**src/rtl/tcb_gpio_irq.sv**
```systemverilog
// GPIO peripheral on a TCB subordinate port with set/clear, edge detect and sticky W1C interrupt status.
// Latency: zero wait states, read data and error are registered one cycle after the transfer.
// Backpressure: none, tcb_rdy is tied high so every valid cycle is a completed transfer.
module tcb_gpio_irq #(
  parameter int unsigned   GW      = 32,
  parameter int unsigned   ADR     = 32,
  parameter int unsigned   CFG_CDC = 2,
  parameter bit            CFG_IRQ = 1'b1,
  parameter logic [GW-1:0] RST_OUT = '0,
  parameter logic [GW-1:0] RST_ENA = '0
)(
  input  logic           clk,
  input  logic           rst,
  input  logic           tcb_vld,
  output logic           tcb_rdy,
  input  logic           tcb_wen,
  input  logic [ADR-1:0] tcb_adr,
  input  logic [3:0]     tcb_byt,
  input  logic [31:0]    tcb_wdt,
  output logic [31:0]    tcb_rdt,
  output logic           tcb_err,
  output logic [GW-1:0]  gpio_o,
  output logic [GW-1:0]  gpio_e,
  input  logic [GW-1:0]  gpio_i,
  output logic           irq
);

  localparam logic [2:0] A_OUT  = 3'd0;
  localparam logic [2:0] A_ENA  = 3'd1;
  localparam logic [2:0] A_IN   = 3'd2;
  localparam logic [2:0] A_SET  = 3'd3;
  localparam logic [2:0] A_CLR  = 3'd4;
  localparam logic [2:0] A_RISE = 3'd5;
  localparam logic [2:0] A_FALL = 3'd6;
  localparam logic [2:0] A_STS  = 3'd7;

  logic [2:0]    sel;
  logic          wr;
  logic [31:0]   bm32;
  logic [31:0]   wd32;
  logic [GW-1:0] bm;
  logic [GW-1:0] wd;
  logic          we_rise, we_fall, we_sts;

  logic [GW-1:0] out_r, ena_r;
  logic [GW-1:0] rise_r, fall_r, sts_r;
  logic          irq_r;
  logic [GW-1:0] gpio_s;
  logic [GW-1:0] rd_gw;
  logic [31:0]   rdt_r;
  logic          err_r;

  // Only word offset bits are decoded; the rest of the address is don't-care.
  logic unused_ok;
  assign unused_ok = ^{tcb_adr, wd32, bm32};

  assign sel  = tcb_adr[4:2];
  assign wr   = tcb_vld & tcb_wen;
  assign bm32 = {{8{tcb_byt[3]}}, {8{tcb_byt[2]}}, {8{tcb_byt[1]}}, {8{tcb_byt[0]}}};
  assign wd32 = tcb_wdt & bm32;
  assign bm   = bm32[GW-1:0];
  assign wd   = wd32[GW-1:0];

  assign we_rise = wr & (sel == A_RISE);
  assign we_fall = wr & (sel == A_FALL);
  assign we_sts  = wr & (sel == A_STS);

  assign tcb_rdy = 1'b1;

  // Input synchroniser chain; depth 0 passes the raw pins straight through.
  generate
    if (CFG_CDC == 0) begin : g_nocdc
      assign gpio_s = gpio_i;
    end else begin : g_cdc
      logic [GW-1:0] sync_r [CFG_CDC];
      // Shift the pins through CFG_CDC flops, cleared on reset.
      always_ff @(posedge clk) begin
        if (rst) begin
          for (int i = 0; i < int'(CFG_CDC); i++) sync_r[i] <= '0;
        end else begin
          sync_r[0] <= gpio_i;
          for (int i = 1; i < int'(CFG_CDC); i++) sync_r[i] <= sync_r[i-1];
        end
      end
      assign gpio_s = sync_r[CFG_CDC-1];
    end
  endgenerate

  // OUT takes plain byte-masked writes plus atomic set/clear; ENA is a plain register.
  always_ff @(posedge clk) begin
    if (rst) begin
      out_r <= RST_OUT;
      ena_r <= RST_ENA;
    end else if (wr) begin
      case (sel)
        A_OUT:   out_r <= (out_r & ~bm) | wd;
        A_SET:   out_r <= out_r | wd;
        A_CLR:   out_r <= out_r & ~wd;
        A_ENA:   ena_r <= (ena_r & ~bm) | wd;
        default: ;
      endcase
    end
  end

  generate
    if (CFG_IRQ) begin : g_irq
      logic [GW-1:0] gpio_p;
      logic [GW-1:0] ev;
      logic [GW-1:0] w1c;

      assign ev  = (gpio_s & ~gpio_p & rise_r) | (~gpio_s & gpio_p & fall_r);
      assign w1c = we_sts ? wd : '0;

      // Edge history, edge enables, sticky status (event beats clear) and registered irq.
      always_ff @(posedge clk) begin
        if (rst) begin
          gpio_p <= '0;
          rise_r <= '0;
          fall_r <= '0;
          sts_r  <= '0;
          irq_r  <= 1'b0;
        end else begin
          gpio_p <= gpio_s;
          if (we_rise) rise_r <= (rise_r & ~bm) | wd;
          if (we_fall) fall_r <= (fall_r & ~bm) | wd;
          sts_r  <= (sts_r & ~w1c) | ev;
          irq_r  <= |sts_r;
        end
      end
    end else begin : g_noirq
      assign rise_r = '0;
      assign fall_r = '0;
      assign sts_r  = '0;
      assign irq_r  = 1'b0;
    end
  endgenerate

  // Read mux over pre-write register state; SET/CLR are write-only and read zero.
  always_comb begin
    rd_gw = '0;
    case (sel)
      A_OUT:   rd_gw = out_r;
      A_ENA:   rd_gw = ena_r;
      A_IN:    rd_gw = gpio_s;
      A_RISE:  rd_gw = rise_r;
      A_FALL:  rd_gw = fall_r;
      A_STS:   rd_gw = sts_r;
      default: rd_gw = '0;
    endcase
  end

  // Response register: updated on every transfer, held otherwise; the map has no error cases.
  always_ff @(posedge clk) begin
    if (rst) begin
      rdt_r <= '0;
      err_r <= 1'b0;
    end else if (tcb_vld) begin
      rdt_r <= 32'(rd_gw);
      err_r <= 1'b0;
    end
  end

  assign tcb_rdt = rdt_r;
  assign tcb_err = err_r;
  assign gpio_o  = out_r;
  assign gpio_e  = ena_r;
  assign irq     = irq_r;

endmodule

```
**config.mk**
```make
export PLATFORM = sky130hd
export DESIGN_NAME = tcb_gpio_irq
export DESIGN_NICKNAME = d
export VERILOG_FILES = /design/src/rtl/tcb_gpio_irq.sv
export SDC_FILE = /design/constraint.sdc
export NUM_CORES = 1
export LEC_CHECK = 0
export CAP_MARGIN = 20
export CORE_MARGIN = 2
export CORE_UTILIZATION = 53
export CTS_CLUSTER_DIAMETER = 30
export CTS_CLUSTER_SIZE = 24
export DETAILED_ROUTE_END_ITERATION = 8
export PLACE_DENSITY = 0.83
export SYNTH_ARGS = -nofsm -noshare
export SYNTH_HDL_FRONTEND = slang
export SYNTH_SLANG_ARGS = --single-unit
```
**constraint.sdc**
```tcl
create_clock -name clk -period 1.9 [get_ports clk]
set_clock_uncertainty 0.1 [all_clocks]
set_input_delay 0.38 -clock clk [delete_from_list [all_inputs] [get_ports clk]]
set_output_delay 0.38 -clock clk [all_outputs]
set_load 0.02 [all_outputs]
```
==> run metrics, run 1 <==
Clock Tree Buf Depth=3; clk_lat worst skew=~560 ps; TritonCTS sink count=289; Worst path top cell family by delay=flip-flops; CTS Buf Count=56; highest clock rate=539 MHz; Post-route DRC=0; # setup viols final=0; Cell Pwr Density=about 1100 mW/mm^2; crit path kind=reg -> out; slowest stage delay, CP=around 440 ps; Critical Path End Type=primary output; Avg Cell Area, Syn=10.1 um^2; Req. time, crit path=1420 ps; hpwl dp=23000 um; cts hold-fix bufs=0; TNS Setup=0 ps; Final Instance Count excl. Fillers=1768; Syn Std Cell Area=0.0121 mm^2; ys async rst share=0%; TritonRoute pass-1 iters=6; H-tree depth=2; initial antenna violation count=2; number of port buffers=approximately 170; DIE WIDTH=155 um; number of synthesized register bits=289; Slew Viols, Final=0; critical path arrival=1370 ps; Worst Tran Pin Value=approximately 530 ps; cell row count=55; initial core utilization=53.8%; Clk Tree Root Cell=clkbuf_16; Synth area leaders=dfxtp_1, mux2i_1, nor2b_1, nand3b_1, nor2_1; status=finished, final reports clean; WHS=204 ps; Max-Cap Viols=0; post-synth top area cell=dfxtp_1; area grow syn2layout=35.9%; Hold Crit Class=in -> reg; final hold violation count=0; largest net degree at the start of global routing=between 70 and 80; total gr overflow=0; global-route wire length before repair=about 57000 um; buffers plus inverters on the worst setup path=1; Synth Flop Type=dfxtp_1; average wire per standard cell=20.7 um; Gate Count Post-Synth=1201; Post-synth EDFFs=0; final period utilization=97.6%; Antenna Violating Nets Remaining=0; post-CTS setup buffer count=0; RSZ-0062 raised after global routing=false; die height=155 um; Cells after DPL=1660; critical path fanouts, max=4; reg2reg start=sts_r[17]; GPL Wtd Cong=~0.85; num ports=203; drt initial violations=~890; PostCTS Resize Cnt=slightly below 100; vias per inst=5.98; crit path launch type=flip-flop; Post-synth top cells=dfxtp_1, mux2i_1, nor2b_1; Synth top area share=between 40% and 50%; Mapped Nets=1305; GRT Overall Usage=30.0%; Final min period=between 1500 and 2000 ps; Vias=10.6k; synth warn=0; Hold Crit Depth=3; Final nets=approximately 1.5k; DIE AREA=0.0241 mm^2; most common cell in the synthesized netlist=dfxtp_1; HP Start=rst; total leakage power=between 0.007 and 0.008 uW; Crit Reg-Reg Endpoint=irq; sequential fraction of the synthesis area=47.7%; Max VDD drop=0.738 mV; Power, Total=17800 uW; clock-pin slew reported for the worst setup and hold paths after clock tree synthesis=around 50 ps; sequence of cells on the critical path=dlygate4sd2_1; Worst R2R Path Depth=5; drt total wl=36600 um; core area=0.0226 mm^2; Slew headroom=64.5%; vias in the first global route=10.8k; TritonCTS clock tree=yes; R2R setup slack=210 ps; Crit-path slowest cell=dfxtp_1; fraction of layout cells with a size suffix above 1=15.2%; Yosys cell types=54
-- worst max path at each step --
stage	from	end	depth (start not counted)
6_report	gpio_o[28]	gpio_o[28]	1
4_1_cts	gpio_o[28]	gpio_o[28]	1
5_1_grt	gpio_o[6]	gpio_o[6]	1
3_5_place_dp	tcb_vld	flip-flop	8
3_3_place_gp	tcb_vld	flip-flop	8
2_1_floorplan	tcb_vld	flip-flop	5
-- cell usage in the layout, fill, tap and decap left out, drive strengths merged, types with 3 or more instances in the layout --
cell	count
dfxtp	289
mux2i	154
nor2b	129
nor2	106
dlygate4sd2	97
buf	93
clkdlybuf4s50	70
nand3b	70
nand2	66
o21ai	63
clkbuf	60
a31oi	33
and4b	33
a211o	32
a21oi	30
o211ai	27
a32o	27
clkinv	18
inv	14
nor4	8
bufinv	8
clkinvlp	7
nand4	7
nor3b	6
nand3	5
a221oi	4
diode	3
a21o	3
a221o	3
a32oi	3
-- routing by layer --
metal | GRT usage, % | share of wire [%] | vias to the layer above
met4 | 14.3 | 3.6 | 0
met1 | 36.4 | 41 | 5149
met5 | 0 | 0 | -
met2 | 51.0 | 48 | 496
met3 | 6.38 | 7.6 | 104
li1 | - | - | 4830
-- through the flow --
stage	setup slack [ps]	utilization (%)	cell area (um^2)
4_1_cts	52.3	73.1	16500
5_1_grt	19.4	73.1	16500
6_report	45.5	73.1	16500
2_1_floorplan	237	-	12100
3_5_place_dp	-329	64.8	14600
3_3_place_gp	-308	64.8	14600
-- tightest hold or removal path, stage by stage --
cell and delay, ps:
buf_6 130, buf_12 200, nor2_1 110
-- power breakdown --
group          internal [uW]  total, uW  switching [uW]
Combinational            550       1220             675
Clock                   6760      10200            3460
Sequential              6220       6320             101
-- cells by family (layout without fill, tap and decap cells) --
group	Yosys count	count (layout)	synth area share (%)
simple gates	438	438	22.2
flops	289	289	47.7
compound gates	229	229	13.1
mux	155	155	12.8
buf+inv	88	367	4.18
other cells	2	5	0.0619
-- layout make-up --
type	count	area [um^2]
diodes	3	7.51
clock buffers	60	1470
clock inverters	45	527
fillers	1562	6070
inverters	2	7.51
multi-input cells	824	5860
flip-flops and latches	289	5790
well taps	285	357
repair buffers	260	2480
Note: power is estimated with default switching activity, not from simulation.
==> inputs of run 2 (changes only) <==
Settings changed: REMOVE_ABC_BUFFERS set to 1.
==> run 2 against run 1 <==
- setup slack better by 23 ps
- power down 1.6%
- first-iteration DRC count down 17%
- via count down 0.92%
- routed wire length down 1.8%
- register-to-register slack better by 170 ps
- design area down 0.31%
==> run metrics, run 2 (synthesis gave the netlist of run 1 again) <==
sequence of cells on the critical path=dlygate4sd2_1; met1 usage=36.8%; area grow syn2layout=35.5%; Req. time, crit path=1420 ps; Worst path top cell family by delay=flip-flops; Final Instance Count excl. Fillers=1763; Critical Path End Type=primary output; Final min period=between 1500 and 2000 ps; total leakage power=0.00740 uW; fraction of layout cells with a size suffix above 1=14.8%; buffers plus inverters on the worst setup path=1; Clk Tree Root Cell=clkbuf_16; Net Switching=3970 uW; final period utilization=a little under 100%; GPL Wtd Cong=0.839; status=finished, final reports clean; Place WS=-306 ps; Slew Viols, Final=0; Max-Cap Viols=0; num ports=203; reg2reg start=sts_r[16]; commonest non-fill, non-tap cell in the layout=dfxtp_1; largest net degree at the start of global routing=72; GR met2 Demand/Resource=49.1%; TritonCTS clock tree=yes; Hold Crit Class=in -> reg; H-tree depth=2; Comb pwr share=7.0%; Final nets=1538; # setup viols final=0; Post-route DRC=0; clock-pin slew reported for the worst setup and hold paths after clock tree synthesis=50 ps; TritonRoute pass-1 iters=5; vias per inst=5.95; final hold violation count=0; Switching Share=22.7%; Int Pwr=13500 uW; initial antenna violation count=2; sequential share of power=36.2%; crit path launch type=flip-flop; cell row count=55; total gr overflow=0; vias in the first global route=10.4k; CTS Buf Count=54; slowest stage delay, CP=between 400 and 500 ps; hpwl dp=22700 um; RSZ-0062 raised after global routing=false; initial core utilization=53.8%; Cells after DPL=about 1.7k; GRT Max-Usage Layer=met2; post-CTS setup buffer count=0; TritonCTS sink count=just under 300; Crit-path slowest cell=dfxtp_1; Slew headroom=66.2%; Vias=10.5k; drt initial violations=739; Worst Tran Pin Value=between 500 and 600 ps; core area=0.0226 mm^2; R2R setup slack=380 ps; drt total wl=35900 um; average wire per standard cell=20.4 um; crit path kind=reg -> out; DIE AREA=0.0241 mm^2; global-route wire length before repair=between 50000 and 60000 um; clk_lat worst skew=between 500 and 600 ps; highest clock rate=546 MHz; die height=155 um; GRT Overall Usage=~29%; HP Start=rst; Max VDD drop=0.835 mV; number of port buffers=171; critical path arrival=about 1400 ps; power share of the clock group=56.8%; commonest cells after routing, fill and taps aside=dfxtp_1, mux2i_1, nor2b_1; M3 GR Usage=5.40%; Cell Pwr Density=1060 mW/mm^2; DIE WIDTH=155 um; Antenna Violating Nets Remaining=0; Final WS setup=68.3 ps; WHS=31.5 ps; critical path fanouts, max=3; Clock Tree Buf Depth=3
[run 2: cell types whose count changed in the layout (fill, tap and decap cells not counted), moves of 3 or more]
cell / delta
clkbuf_8: +7
inv_6: -8
clkinv_4: -4
clkbuf_1: +5
buf_4: +4
clkinv_2: -3
[run 2: metal layers]
metal	part of all wire (%)	wire length [um]
met1	41	14700
met2	49	17500
met3	7.5	2680
met4	2.8	1000
met5	0.036	13
[run 2: worst paths after layout]
kind                          to  depth (start not counted)
max                   gpio_e[19]                          1
min          g_cdc.sync_r[0][15]                          2
max reg2reg                  irq                          4
min reg2reg  g_cdc.sync_r[0][62]                          1
[run 2: cell type report]
type	instances	area [um^2]
Antenna cell	1	2.50
Inverter	2	7.51
Clock inverter	30	412
Sequential cell	289	5790
Tap cell	285	357
Timing Repair Buffer	263	2500
Fill cell	1563	6120
Clock buffer	69	1520
Multi-Input combinational cell	824	5870
[run 2: stage by stage]
| step | setup TNS, ps | total power (uW) | area [um^2] | utilization, % |
|---|---|---|---|---|
| final | 0 | 17500 | 16400 | 72.9 |
| after global routing | 0 | 17900 | 16400 | 72.9 |
| after CTS | 0 | 17500 | 16400 | 72.9 |
| after detailed placement | -37000 | 7670 | 14600 | 64.8 |
| after global placement | -31500 | 7640 | 14600 | 64.8 |
| after floorplan | -1320 | 6850 | 11600 | - |
[run 2: power by group through the flow]
| stage | registers, uW | logic, uW | clock network (uW) |
|---|---|---|---|
| final | 6320 | 1220 | 9930 |
| after global routing | 6330 | 1290 | 10300 |
| after CTS | 6320 | 1210 | 10000 |
| after detailed placement | 6440 | 1230 | 0 |
| after global placement | 6430 | 1210 | 0 |
| after floorplan | 6470 | 377 | 0 |
[run 2: what timing repair did]
item | CTS | global route
endpoints found under the setup margin | 97 | 0
endpoints found under the hold margin | 0 | 0
hold buffers | 0 | 0
resized for setup | 97 | 0
